## src/rtl/systolic_tile_controller_pkg.sv

```systemverilog
// Shared address map, controller state/command encodings and STATUS word layout
// for the systolic tile controller.
package systolic_tile_controller_pkg;

   localparam logic [31:0] INPUT_FIFO_BASE_ADDR    = 32'h0000_0000;
   localparam logic [31:0] WEIGHT_FIFO_BASE_ADDR   = 32'h0000_1000;
   localparam logic [31:0] OUTPUT_BUFFER_BASE_ADDR = 32'h0000_2000;
   localparam logic [31:0] MOVE_ADDR               = 32'h0000_3000;
   localparam logic [31:0] STATUS_ADDR             = 32'h0000_4000;

   localparam int STATUS_BUSY_BIT        = 0;
   localparam int STATUS_MATMUL_DONE_BIT = 1;
   localparam int STATUS_MOVE_DONE_BIT   = 2;
   localparam int STATUS_PASSES_LSB      = 8;

   typedef enum logic [1:0] {
      READY  = 2'd0,
      MATMUL = 2'd1,
      MOVE   = 2'd2
   } state_t;

   typedef enum logic [2:0] {
      CMD_NONE   = 3'd0,
      CMD_LOAD   = 3'd1,
      CMD_SAVE   = 3'd2,
      CMD_RESET  = 3'd3,
      CMD_STATUS = 3'd4,
      CMD_MATMUL = 3'd5,
      CMD_MOVE   = 3'd6
   } cmd_t;

   // Priority order: MATMUL > MOVE > RESET > LOAD > STATUS/SAVE.
   function automatic cmd_t decode_cmd(input logic rd, input logic wr, input logic [31:0] addr);
      if (wr && !rd && addr >= OUTPUT_BUFFER_BASE_ADDR)
         return CMD_MATMUL;
      if (wr && rd && addr == MOVE_ADDR)
         return CMD_MOVE;
      if (wr && rd && addr < MOVE_ADDR)
         return CMD_RESET;
      if (wr && !rd)
         return CMD_LOAD;
      if (rd && !wr && addr == STATUS_ADDR)
         return CMD_STATUS;
      if (rd)
         return CMD_SAVE;
      return CMD_NONE;
   endfunction

   function automatic logic [7:0] clamp_passes(input logic [7:0] n, input int max_passes);
      if (n == 8'd0)
         return 8'd1;
      if (32'(n) > 32'(max_passes))
         return 8'(max_passes);
      return n;
   endfunction

endpackage

```

## src/rtl/systolic_tile_controller_move_relu_row.sv

```systemverilog
// Per-element ReLU over one row packet: negative two's-complement elements become 0.
module move_relu_row #(
   parameter int DATA_WIDTH = 16,
   parameter int ARRAY_SIZE = 16
) (
   input  logic [ARRAY_SIZE*DATA_WIDTH-1:0] row_in,
   output logic [ARRAY_SIZE*DATA_WIDTH-1:0] row_out
);

   genvar gi;
   generate
      for (gi = 0; gi < ARRAY_SIZE; gi++) begin : g_elem
         logic [DATA_WIDTH-1:0] elem;
         assign elem = row_in[gi*DATA_WIDTH +: DATA_WIDTH];
         assign row_out[gi*DATA_WIDTH +: DATA_WIDTH] = elem[DATA_WIDTH-1] ? '0 : elem;
      end
   endgenerate

endmodule

```

## src/rtl/systolic_tile_controller.sv

```systemverilog
// Bus-slave controller for FIFO banks and systolic array with multi-pass MATMUL,
// STATUS read and row MOVE; define RELU_ON_MOVE_EN to clamp negatives during MOVE.
module systolic_tile_controller
   import systolic_tile_controller_pkg::*;
#(
   parameter int DATA_WIDTH    = 16,
   parameter int ARRAY_SIZE    = 16,
   parameter int MAX_PASSES    = 4,
   parameter int INTRA_ROW_BIT = 5,
   parameter int PACKET_WIDTH  = ARRAY_SIZE * DATA_WIDTH
) (
   input  logic                    clk,
   input  logic                    rst_n,
   input  logic [PACKET_WIDTH-1:0] bus_slave_input,
   input  logic [31:0]             bus_slave_addr,
   input  logic                    bus_slave_read_request,
   input  logic                    bus_slave_write_request,
   output logic                    bus_slave_request_finish,
   output logic [PACKET_WIDTH-1:0] bus_slave_output,
   output logic [ARRAY_SIZE-1:0]   west_fifo_rsts,
   output logic [ARRAY_SIZE-1:0]   west_fifo_injects,
   output logic [ARRAY_SIZE-1:0]   west_fifo_bubbles,
   output logic [ARRAY_SIZE-1:0]   north_fifo_rsts,
   output logic [ARRAY_SIZE-1:0]   north_fifo_injects,
   output logic [ARRAY_SIZE-1:0]   north_fifo_bubbles,
   output logic [PACKET_WIDTH-1:0] west_fifo_input_data,
   output logic [PACKET_WIDTH-1:0] north_fifo_input_data,
   output logic                    systolic_rst,
   output logic                    systolic_accumulate_enable,
   output logic                    systolic_read_enable,
   output logic [31:0]             systolic_row_index,
   input  logic [PACKET_WIDTH-1:0] systolic_row_results
);

   localparam int ROW_INDEX_BIT = $clog2(ARRAY_SIZE);

   state_t      state_reg;
   logic [31:0] cycle_reg;
   logic [31:0] cnt_target_reg;
   logic [31:0] row_reg;
   logic        matmul_done_reg;
   logic        move_done_reg;
   logic [7:0]  passes_reg;

   cmd_t                    cmd;
   logic [ROW_INDEX_BIT-1:0] row_sel;
   logic [7:0]              n_eff;
   logic [31:0]             cnt_target_next;
   logic [ARRAY_SIZE-1:0]   lane_onehot;
   logic [ARRAY_SIZE-1:0]   move_onehot;
   logic [ARRAY_SIZE-1:0]   bubble_vec;
   logic [PACKET_WIDTH-1:0] move_data;
   logic [PACKET_WIDTH-1:0] status_word;

   assign cmd             = decode_cmd(bus_slave_read_request, bus_slave_write_request, bus_slave_addr);
   assign row_sel         = bus_slave_addr[ROW_INDEX_BIT+INTRA_ROW_BIT-1:INTRA_ROW_BIT];
   assign n_eff           = clamp_passes(bus_slave_input[7:0], MAX_PASSES);
   assign cnt_target_next = 32'(n_eff) * 32'(ARRAY_SIZE) + 32'(2*ARRAY_SIZE - 2);

   genvar gi;
   generate
      for (gi = 0; gi < ARRAY_SIZE; gi++) begin : g_lane
         assign lane_onehot[gi] = (row_sel == ROW_INDEX_BIT'(gi));
         assign move_onehot[gi] = (row_reg == 32'(gi));
         // Lane gi starts draining once the skewed wavefront reaches it.
         assign bubble_vec[gi]  = (cycle_reg >= 32'(gi));
      end
   endgenerate

`ifdef RELU_ON_MOVE_EN
   move_relu_row #(
      .DATA_WIDTH(DATA_WIDTH),
      .ARRAY_SIZE(ARRAY_SIZE)
   ) u_move_relu_row (
      .row_in (systolic_row_results),
      .row_out(move_data)
   );
`else
   assign move_data = systolic_row_results;
`endif

   always_comb begin
      status_word = '0;
      status_word[STATUS_BUSY_BIT]           = (state_reg != READY);
      status_word[STATUS_MATMUL_DONE_BIT]    = matmul_done_reg;
      status_word[STATUS_MOVE_DONE_BIT]      = move_done_reg;
      status_word[STATUS_PASSES_LSB +: 8]    = passes_reg;
   end

   always_ff @(posedge clk) begin
      if (!rst_n) begin
         state_reg       <= READY;
         cycle_reg       <= '0;
         cnt_target_reg  <= '0;
         row_reg         <= '0;
         matmul_done_reg <= 1'b0;
         move_done_reg   <= 1'b0;
         passes_reg      <= '0;
      end else begin
         case (state_reg)
            READY: begin
               case (cmd)
                  CMD_MATMUL: begin
                     // A held request after completion only acknowledges; it never restarts.
                     if (matmul_done_reg) begin
                        matmul_done_reg <= 1'b0;
                     end else begin
                        state_reg      <= MATMUL;
                        cycle_reg      <= '0;
                        cnt_target_reg <= cnt_target_next;
                        passes_reg     <= n_eff;
                     end
                  end
                  CMD_MOVE: begin
                     if (move_done_reg) begin
                        move_done_reg <= 1'b0;
                     end else begin
                        state_reg <= MOVE;
                        row_reg   <= '0;
                     end
                  end
                  default: ;
               endcase
            end
            MATMUL: begin
               if (cycle_reg == cnt_target_reg) begin
                  state_reg       <= READY;
                  matmul_done_reg <= 1'b1;
               end else begin
                  cycle_reg <= cycle_reg + 32'd1;
               end
            end
            MOVE: begin
               if (row_reg == 32'(ARRAY_SIZE)) begin
                  state_reg     <= READY;
                  move_done_reg <= 1'b1;
               end else begin
                  row_reg <= row_reg + 32'd1;
               end
            end
            default: state_reg <= READY;
         endcase
      end
   end

   always_comb begin
      bus_slave_request_finish   = 1'b0;
      bus_slave_output           = '0;
      west_fifo_rsts             = '0;
      west_fifo_injects          = '0;
      west_fifo_bubbles          = '0;
      north_fifo_rsts            = '0;
      north_fifo_injects         = '0;
      north_fifo_bubbles         = '0;
      west_fifo_input_data       = '0;
      north_fifo_input_data      = '0;
      systolic_rst               = 1'b0;
      systolic_accumulate_enable = 1'b0;
      systolic_read_enable       = 1'b0;
      systolic_row_index         = '0;

      if (!rst_n) begin
         west_fifo_rsts  = '1;
         north_fifo_rsts = '1;
         systolic_rst    = 1'b1;
      end else begin
         case (state_reg)
            READY: begin
               case (cmd)
                  CMD_LOAD: begin
                     bus_slave_request_finish = 1'b1;
                     if (bus_slave_addr < WEIGHT_FIFO_BASE_ADDR) begin
                        west_fifo_injects    = lane_onehot;
                        west_fifo_input_data = bus_slave_input;
                     end else begin
                        north_fifo_injects    = lane_onehot;
                        north_fifo_input_data = bus_slave_input;
                     end
                  end
                  CMD_SAVE: begin
                     bus_slave_request_finish = 1'b1;
                     systolic_read_enable     = 1'b1;
                     systolic_row_index       = 32'(row_sel);
                     bus_slave_output         = systolic_row_results;
                  end
                  CMD_RESET: begin
                     bus_slave_request_finish = 1'b1;
                     if (bus_slave_addr < WEIGHT_FIFO_BASE_ADDR)
                        west_fifo_rsts = '1;
                     else if (bus_slave_addr < OUTPUT_BUFFER_BASE_ADDR)
                        north_fifo_rsts = '1;
                     else
                        systolic_rst = 1'b1;
                  end
                  CMD_STATUS: begin
                     bus_slave_request_finish = 1'b1;
                     bus_slave_output         = status_word;
                  end
                  CMD_MATMUL: bus_slave_request_finish = matmul_done_reg;
                  CMD_MOVE:   bus_slave_request_finish = move_done_reg;
                  default: ;
               endcase
            end
            MATMUL: begin
               systolic_accumulate_enable = 1'b1;
               west_fifo_bubbles          = bubble_vec;
               north_fifo_bubbles         = bubble_vec;
            end
            MOVE: begin
               if (row_reg < 32'(ARRAY_SIZE)) begin
                  systolic_read_enable = 1'b1;
                  systolic_row_index   = row_reg;
                  west_fifo_injects    = move_onehot;
                  west_fifo_input_data = move_data;
               end
            end
            default: ;
         endcase
      end
   end

endmodule

```

## config.mk

```make
export PLATFORM = sky130hd
export DESIGN_NAME = systolic_tile_controller
export DESIGN_NICKNAME = d
export VERILOG_FILES = /design/src/rtl/systolic_tile_controller_pkg.sv /design/src/rtl/systolic_tile_controller_move_relu_row.sv /design/src/rtl/systolic_tile_controller.sv
export SDC_FILE = /design/constraint.sdc
export NUM_CORES = 1
export LEC_CHECK = 0
export BUFFER_PORTS_ARGS = -buffer_cell sky130_fd_sc_hd__buf_2
export CORE_AREA = 2 2 558 560
export DETAILED_ROUTE_END_ITERATION = 7
export DIE_AREA = 0 0 560 562
export GPL_TIMING_DRIVEN = 0
export SLEW_MARGIN = 10
export SYNTH_ARGS = -nofsm -noshare
export SYNTH_HDL_FRONTEND = slang
export SYNTH_SLANG_ARGS = --single-unit
```

## constraint.sdc

```tcl
create_clock -name clk -period 10.7 [get_ports clk]
set_input_delay 2.14 -clock clk [delete_from_list [all_inputs] [get_ports clk]]
set_output_delay 2.14 -clock clk [all_outputs]
set_load 0.02 [all_outputs]
```

# == After elaboration in Yosys (flattened, before gate mapping) ==
# Index checks and enable logic that the tools add are counted.
# word_totals
reg_bits,108
in_bits,548
out_inout_bits,900
wordCells,220
# classes
n_addsub,3
order_cmp,22
eq_ne,53
muxes,111
n_bitwise,1
n_reduce_logical,23
# ops
cell,n
256-bit 2-to-1 mux,10
256-bit one-hot mux with 2 select lines,2
16-bit 2-to-1 mux,19
32-bit by 4-bit equality test with 1-bit output (second input constant),8
32-bit by 4-bit >= comparator with 1-bit output (second input constant),8
32-bit 2-to-1 mux,8
32-bit one-hot mux with 2 select lines,3
32-bit by 3-bit equality test with 1-bit output (second input constant),4
32-bit by 3-bit >= comparator with 1-bit output (second input constant),4
32-bit by 1-bit adder with 32-bit output (second input constant),2
32-bit by 2-bit equality test with 1-bit output (second input constant),2
32-bit by 1-bit >= comparator with 1-bit output (second input constant),2
32-bit by 2-bit >= comparator with 1-bit output (second input constant),2
32-bit by 14-bit less-than comparator with 1-bit output (second input constant),2
1-bit 2-to-1 mux,40
3-bit 2-to-1 mux,13
32-bit by 1-bit equality test with 1-bit output (second input constant),1
32-bit by 14-bit equality test with 1-bit output (second input constant),1
32-bit by 15-bit equality test with 1-bit output (second input constant),1
32-bit equality test,1
32-bit by 5-bit equality test with 1-bit output (second input constant),1
4-bit equality test (second input constant),8
32-bit by 14-bit >= comparator with 1-bit output (second input constant),1
32-bit logical NOT,1
35 further kinds,69

# == Longest topological paths before layout ==
# Gate-level depths: netlist of run 1.
# depth
ltp_word,30
mapped_depth,9
ltp_nobuf,7

# == Worst setup path after synthesis of run 1 ==
# No wires, ideal clock.
# synth_timing
path_kind,input to output
startpoint,in bus_slave_addr[20]
endpoint,out west_fifo_rsts[10]
t_arrival_ns,5.413
required_time_ns,8.560
setup_slack_ns,3.147
path_stages,6
n_path_buf,1
cell_sequence,nor4_2 > nand3b_1 > nor3_1 > nand3_1 > o41ai_1 > buf_4
# synth_between
elab_chain_cells,18
elab_cells_between_ends,37
cone_classes,order compare: 3; eq/ne: 3; mux: 27; reduce/logical: 4
# synth_rtl
item,line_no,text
"start, declared",systolic_tile_controller.sv:15,"input logic [31:0] bus_slave_addr,"
"parallel branches: the longest is 15 deep, another holds 32-bit by 14-bit less-than comparator with 1-bit output",-,
16-bit 2-to-1 mux *,systolic_tile_controller.sv:169,case (cmd)
16-bit 2-to-1 mux *,systolic_tile_controller.sv:167,case (state_reg)
16-bit 2-to-1 mux *,systolic_tile_controller.sv:162,if (!rst_n) begin
"end, declared",systolic_tile_controller.sv:20,"output logic [ARRAY_SIZE-1:0] west_fifo_rsts,"
# Every way passes the cells marked *. The select of a mux whose other input is x is not followed.

# == Final worst setup path of run 1 ==
# layout_timing
startpoint,in bus_slave_addr[24]
endpoint,out north_fifo_injects[4]
# layout_between
elab_chain_cells,18
elab_cells_between_ends,37
cone_classes,order compare: 3; eq/ne: 3; mux: 27; reduce/logical: 4
# layout_rtl
item,line_no,text
"parallel branches: the longest is 15 deep, another holds 32-bit by 14-bit less-than comparator with 1-bit output",-,
16-bit 2-to-1 mux *,systolic_tile_controller.sv:169,
16-bit 2-to-1 mux *,systolic_tile_controller.sv:167,
16-bit 2-to-1 mux *,systolic_tile_controller.sv:162,
"end, declared",systolic_tile_controller.sv:24,"output logic [ARRAY_SIZE-1:0] north_fifo_injects,"
# Marked as above.

==> results of run 1 <==
## where the power goes
part	internal, mW	switching [mW]
combinational	0.160	0.493
clock	0.168	0.147
sequential	0.322	0.00204
total	0.649	0.642
## synthesized netlist by cell type (24+ instances only)
cell type | count | area (um2)
clkbuf_1 | 82 | 308
nand2_1 | 61 | 229
a21oi_1 | 37 | 185
and2_1 | 504 | 3150
inv_1 | 24 | 90.1
dfxtp_1 | 86 | 1720
nand3_1 | 32 | 160
a22o_1 | 268 | 2350
nor2_1 | 99 | 372
o21ai_0 | 30 | 150
xnor2_1 | 44 | 385
buf_4 | 98 | 736
nor3_1 | 36 | 180
## cell type report
cell class | count | area [um2] | share of cell area [%]
Inverter | 24 | 90.1 | 0.359
Clock buffer | 10 | 239 | 0.953
Buffer | 224 | 1290 | 5.13
Sequential cell | 86 | 1720 | 6.86
Clock inverter | 6 | 52.6 | 0.209
Timing Repair Buffer | 1425 | 7210 | 28.8
Tap cell | 4120 | 5150 | 20.5
Multi-Input combinational cell | 1322 | 8730 | 34.8
Antenna cell | 238 | 596 | 2.37
## path summary, 6_finish.rpt
check / startpoint / endpoint / slack (ns) / cells after the start
worst min register to register: cnt_target_reg[6] / cnt_target_reg[6] / 0.48 / 2
worst min-delay path: cnt_target_reg[6] / cnt_target_reg[6] / 0.48 / 2
worst max register to register: state_reg[0] / cycle_reg[29] / 8.03 / 8
worst max-delay path: bus_slave_addr[24] / north_fifo_injects[4] / 0.98 / 10
## worst max-delay path: cells and delay by family
| family | cells | cell delay, ns |
|---|---|---|
| buffers and inverters | 4 | 1.67 |
| AND/OR/NAND/NOR | 6 | 3.65 |
## cells by family (layout without fill, tap and decap cells)
group	Yosys count	count (layout)	synth area share (%)
compound gates	368	368	25.0
xor+xnor	55	55	4.12
fa+ha+maj	9	9	0.963
buf+inv	248	1689	11.7
flops	86	86	14.7
mux	1	1	0.0856
other cells	1	266	0.0321
simple gates	861	861	43.5
## stage by stage
stage	worst slack [ns]	area (um2)	util [%]	cells	TNS, ns
4_1_cts	0.994	24500	7.94	7217	0
2_1_floorplan	3.15	11800	-	1656	0
6_report	0.983	25100	8.14	7455	0
3_5_place_dp	1.00	24200	7.85	7201	0
5_1_grt	0.893	24800	8.05	7347	0
3_3_place_gp	-0.580	24100	7.80	7194	-20.61
## routing by layer
| metal | GRT usage, % | vias up | share of wire [%] |
|---|---|---|---|
| li1 | - | 8856 | - |
| met1 | 23.5 | 10569 | 45 |
| met4 | 5.66 | 52 | 3.5 |
| met5 | 0.0151 | - | 0.12 |
| met3 | 8.30 | 417 | 13 |
| met2 | 24.1 | 2015 | 39 |
==> impl_results.md, run 1 <==
* FMAX at 0.103 GHz
* Die W at 560 um
* Final setup fails at 0
* Worst-path cell chain: buf_2 -> nor4_2 -> nand3b_1 -> nor3_2 -> and3_1 -> buf_2 -> buf_2 -> nand2_1 -> nor2_1 -> buf_2
* Crit path launch type: input pin
* Ratio of cells with drive above 1 in the final layout at 52.2%
* Clock Skew at 0.0103 ns
* Post-DP HPWL at 272,000 um
* Mapped Cells at 1,629
* TritonCTS clock tree: yes
* Number of DRC markers in iteration 0 at 2,193
* Mapped Area at 11,700 um2
* Worst Max-Slew Pin Slew at 1.40 ns
* Clk pin slew, worst setup/hold paths at 0.06 ns
* Worst skew pair latency at 0.35 ns
* Most used cell, CP: buf_2
* Max clock buf depth at 2
* Worst setup EP type: primary output
* Post-detailed-route wirelength per cell at 38.9 um
* Yosys reg bits at 86
* Synth Area per Inst at 7.18 um2
* Initial core utilization at 3.79%
* Synthesis-to-finish area growth at 114%
* Grt ovf at 0
* Commonest non-fill, non-tap cell in the layout: buf_2
* CTS Buf Count at 9
* Most frequent cells in the layout: buf_2 (1,438), and2_1 (504), a22o_1 (268), nor2_1 (99), buf_4 (99)
* Fin. max-slew vios at 0
* CTS H-tree lvls at 3
* Synthesis warning total at 0
* Critical path arrival at 7.58 ns
* Post-synthesis sequential area ratio at 14.7%
* Critical path type: in -> out
* First-pass GRT wire length at 330,000 um
* Largest net degree at the start of global routing at 17
* Top FF cell, synth: dfxtp_1
* Leakage at 11.9 nW
* PortBufs at 1,418
* Die ar. at 315,000 um2
* Hold_buf cts at 0
* Clk sink count at 86
* Post-synth EDFFs at 0
* Crit Path Max Fanout at 11
* Min cycle time layout at 9.72 ns
* Post-synth ARST share at 0%
* Critical Path RT at 8.56 ns
* Max-cap violations at 0
* HP Class: reg -> reg
* Root buf cell: clkbuf_16
* Die Ht at 562 um
* Filler cell count at 36.8k
* Drt total wl at 290,000 um
* Fin nets at 3,649
* Fin. Hold Viols at 0
* Slowest stage cell on the critical path: nor4_2
* DR vias at 21.9k
* Pre-antenna DRT Iters at 5
* GP Congestion at 1.03
* Status: complete, no violations
* Post-CTS sizing at 0
* Initial antenna violation count at 251
* Post-route ant nets at 0
* Post-CTS Setup Inserts at 0
* Area of the core at 308,000 um2
* Hold WS at 0.476 ns
* CP max stage delay at 1.08 ns
* Vias in the first global route at 19.0k
* Worst VDD drop at 61.0 uV
* # IOs at 1,448
* Netlist cell types at 57
* Total power at 1.29 mW
* Total GRT Usage at 17.5%
* # DRC at 0
* Slew margin rel. at 6.47%
* Vias per cell at 2.94
* Fin crit share at 90.8%
* Pwr Density at 51.5 nW/um2
* # rows at 204
* RSZ-0062 raised after global routing: false
Power figures use the tool's default switching activity.
==> run 2, diff against run 1 <==
--- a/config.mk
+++ b/config.mk
@@ -10,6 +10,7 @@
 export DETAILED_ROUTE_END_ITERATION = 7
 export DIE_AREA = 0 0 560 562
 export GPL_TIMING_DRIVEN = 0
+export RECOVER_POWER = 50
 export SLEW_MARGIN = 10
 export SYNTH_ARGS = -nofsm -noshare
 export SYNTH_HDL_FRONTEND = slang
==> impl_results.md, run 2 (same netlist as run 1, synthesis figures left out) <==
* CTS Buf Count at 9 (unchanged)
* Root buf cell: clkbuf_16
* Critical Path RT at 8.56 ns (about the same)
* Pwr Density at 51.9 nW/um2 (+0.92%)
* # DRC at 0 (unchanged)
* Leakage at 10.8 nW (-9.5%)
* Drt total wl at 290,000 um (about the same)
* Synthesis-to-finish area growth at 111%
* Clk sink count at 86 (unchanged)
* Register area at 1720 um2 (unchanged)
* Vias per cell at 2.94 (about the same)
* Max clock buf depth at 2 (unchanged)
* Post-CTS Setup Inserts at 0 (unchanged)
* Crit path launch type: input pin
* Area of the multi-input gates at 8670 um2 (-0.67%)
* Final setup fails at 0 (unchanged)
* Fin. max-slew vios at 21 (+21)
* Worst skew pair latency at 0.35 ns (about the same)
* Clock Skew at 0.0102 ns (-0.0000613 ns)
* Critical path arrival at 7.77 ns (+0.19 ns)
* Slew margin rel. at -11.9% (-18 points)
* Clk pin slew, worst setup/hold paths at 0.07 ns (about the same)
* Post-detailed-route wirelength per cell at 39.0 um (+0.13%)
* CTS H-tree lvls at 3 (unchanged)
* Hold_buf cts at 0 (unchanged)
* # rows at 204 (unchanged)
* Worst setup startpoint: bus_slave_addr[24]
* Worst Max-Slew Pin Slew at 1.69 ns (+0.282 ns)
* HP Class: reg -> reg
* Largest net degree at the start of global routing at 17 (unchanged)
* Pre-antenna DRT Iters at 6 (+1)
* # IOs at 1,448 (unchanged)
* Worst VDD drop at 60.9 uV (-0.15%)
* DR vias at 21.9k (-0.018%)
* Die Ht at 562 um (unchanged)
* R2r setup slk at 7.59 ns (-0.44 ns)
* Min cycle time layout at 9.91 ns (+0.198 ns)
* Fin crit share at 92.7% (+1.8 points)
* Grt ovf at 0 (unchanged)
* Initial antenna violation count at 249 (-0.80%)
* Die W at 560 um (unchanged)
* TritonCTS clock tree: yes
* Violated checks: capacitance limit, slew limit
* Critical path type: in -> out
* Number of DRC markers in iteration 0 at 2,138 (-2.5%)
* Post-DP HPWL at 272,000 um (unchanged)
* Post-route ant nets at 0 (unchanged)
* Die ar. at 315,000 um2 (unchanged)
* Final Util at 8.00% (-0.13 points)
* Area of the core at 308,000 um2 (unchanged)
* Crit Path Max Fanout at 10 (-1)
* FMAX at 0.101 GHz (-2.0%)
* Worst reg-to-reg path cell count at 9 (+1)
* Vias in the first global route at 19.0k (unchanged)
* Total GRT Usage at 17.5% (unchanged)
* Fin nets at 3,649 (unchanged)
* Reg-to-reg startpoint: state_reg[0]
* Fin. Hold Viols at 0 (unchanged)
* Post-CTS sizing at 0 (unchanged)
* Worst r2r dst: cycle_reg[26]
* Filler cell count at 36.9k (+0.33%)
* RSZ-0062 raised after global routing: false
* Hold path depth at 2 (unchanged)
* First-pass GRT wire length at 330,000 um (unchanged)
* Total power at 1.28 mW (-0.74%)
* PortBufs at 1,418 (unchanged)
* Most frequent cells in the layout: buf_2 (1,203), and2_1 (378), clkbuf_1 (318), a22o_1 (268), and2_0 (126)
* Commonest non-fill, non-tap cell in the layout: buf_2
* Ratio of cells with drive above 1 in the final layout at 44.0% (-8.2 points)
* Status: complete, but fails checks
* Initial core utilization at 3.79% (unchanged)
* Worst setup EP type: primary output
* Hold_sp: cnt_target_reg[6]
* Max-cap violations at 5 (+5)
* GP Congestion at 1.03 (unchanged)
* Hold endpoint: cnt_target_reg[6]
-- run 2: cell types whose count changed in the layout (fill, tap and decap cells not counted), moves of 3 or more --
cell      change
and2_0      +126
buf_4        -25
clkbuf_1    +244
buf_2       -235
clkbuf_4     +24
and2_1      -126
buf_6         -3
clkbuf_2      -4
diode_2       -7
nor4_1        +5
nor4_2        -5
-- run 2: area by class of cell --
type | count | share of cell area, %
Multi-Input combinational cell | 1322 | 35.2
Timing Repair Buffer | 1425 | 28.0
Tap cell | 4120 | 20.9
Sequential cell | 86 | 6.98
Buffer | 224 | 5.08
Antenna cell | 231 | 2.34
Clock buffer | 10 | 0.969
Inverter | 24 | 0.365
Clock inverter | 6 | 0.213
-- run 2: stage by stage --
step                      hold WS, ns  setup TNS (ns)  setup slack (ns)  area (um2)  instances
after global placement          0.466          -20.61            -0.580       24100       7194
after global routing            0.494               0             0.648       24400       7346
after detailed placement        0.466               0              1.00       24200       7201
final                           0.478               0             0.785       24700       7448
after CTS                       0.477               0             0.994       24500       7217
after floorplan                 0.436               0              3.15       11800       1656
-- run 2: power breakdown --
part           total, mW  internal [mW]  leakage (nW)  switching, mW
sequential         0.324          0.322         0.693        0.00207
combinational      0.644          0.149          9.95          0.494
clock              0.314          0.168         0.139          0.146
-- run 2: worst max path at each step --
stage               slack [ns]                        end  cells past startpoint
finish                    0.79  west_fifo_input_data[227]                     10
global placement         -0.58      bus_slave_output[196]                      9
global route              0.65   west_fifo_input_data[32]                     10
detailed placement        1.00      north_fifo_injects[9]                     10
floorplan                 3.15         west_fifo_rsts[10]                      6
CTS                       0.99      north_fifo_injects[9]                     10
-- run 2: routing by layer --
layer / vias to the layer above / routed length [um] / track usage [%]
li1: 8836 / - / -
met1: 10598 / 130000 / 23.5
met2: 1993 / 113000 / 24.1
met3: 428 / 36500 / 8.30
met4: 50 / 10700 / 5.66
met5: - / 340 / 0.0151
-- run 2: critical path, stage by stage --
cell and delay, ns:
buf_2 0.10, nor4_2 1.03, nand3b_1 0.56, nor3_1 0.91, and2_0 0.22, clkbuf_1 0.86, buf_4 0.50, clkbuf_1 0.78
a22o_1 0.24, buf_2 0.37
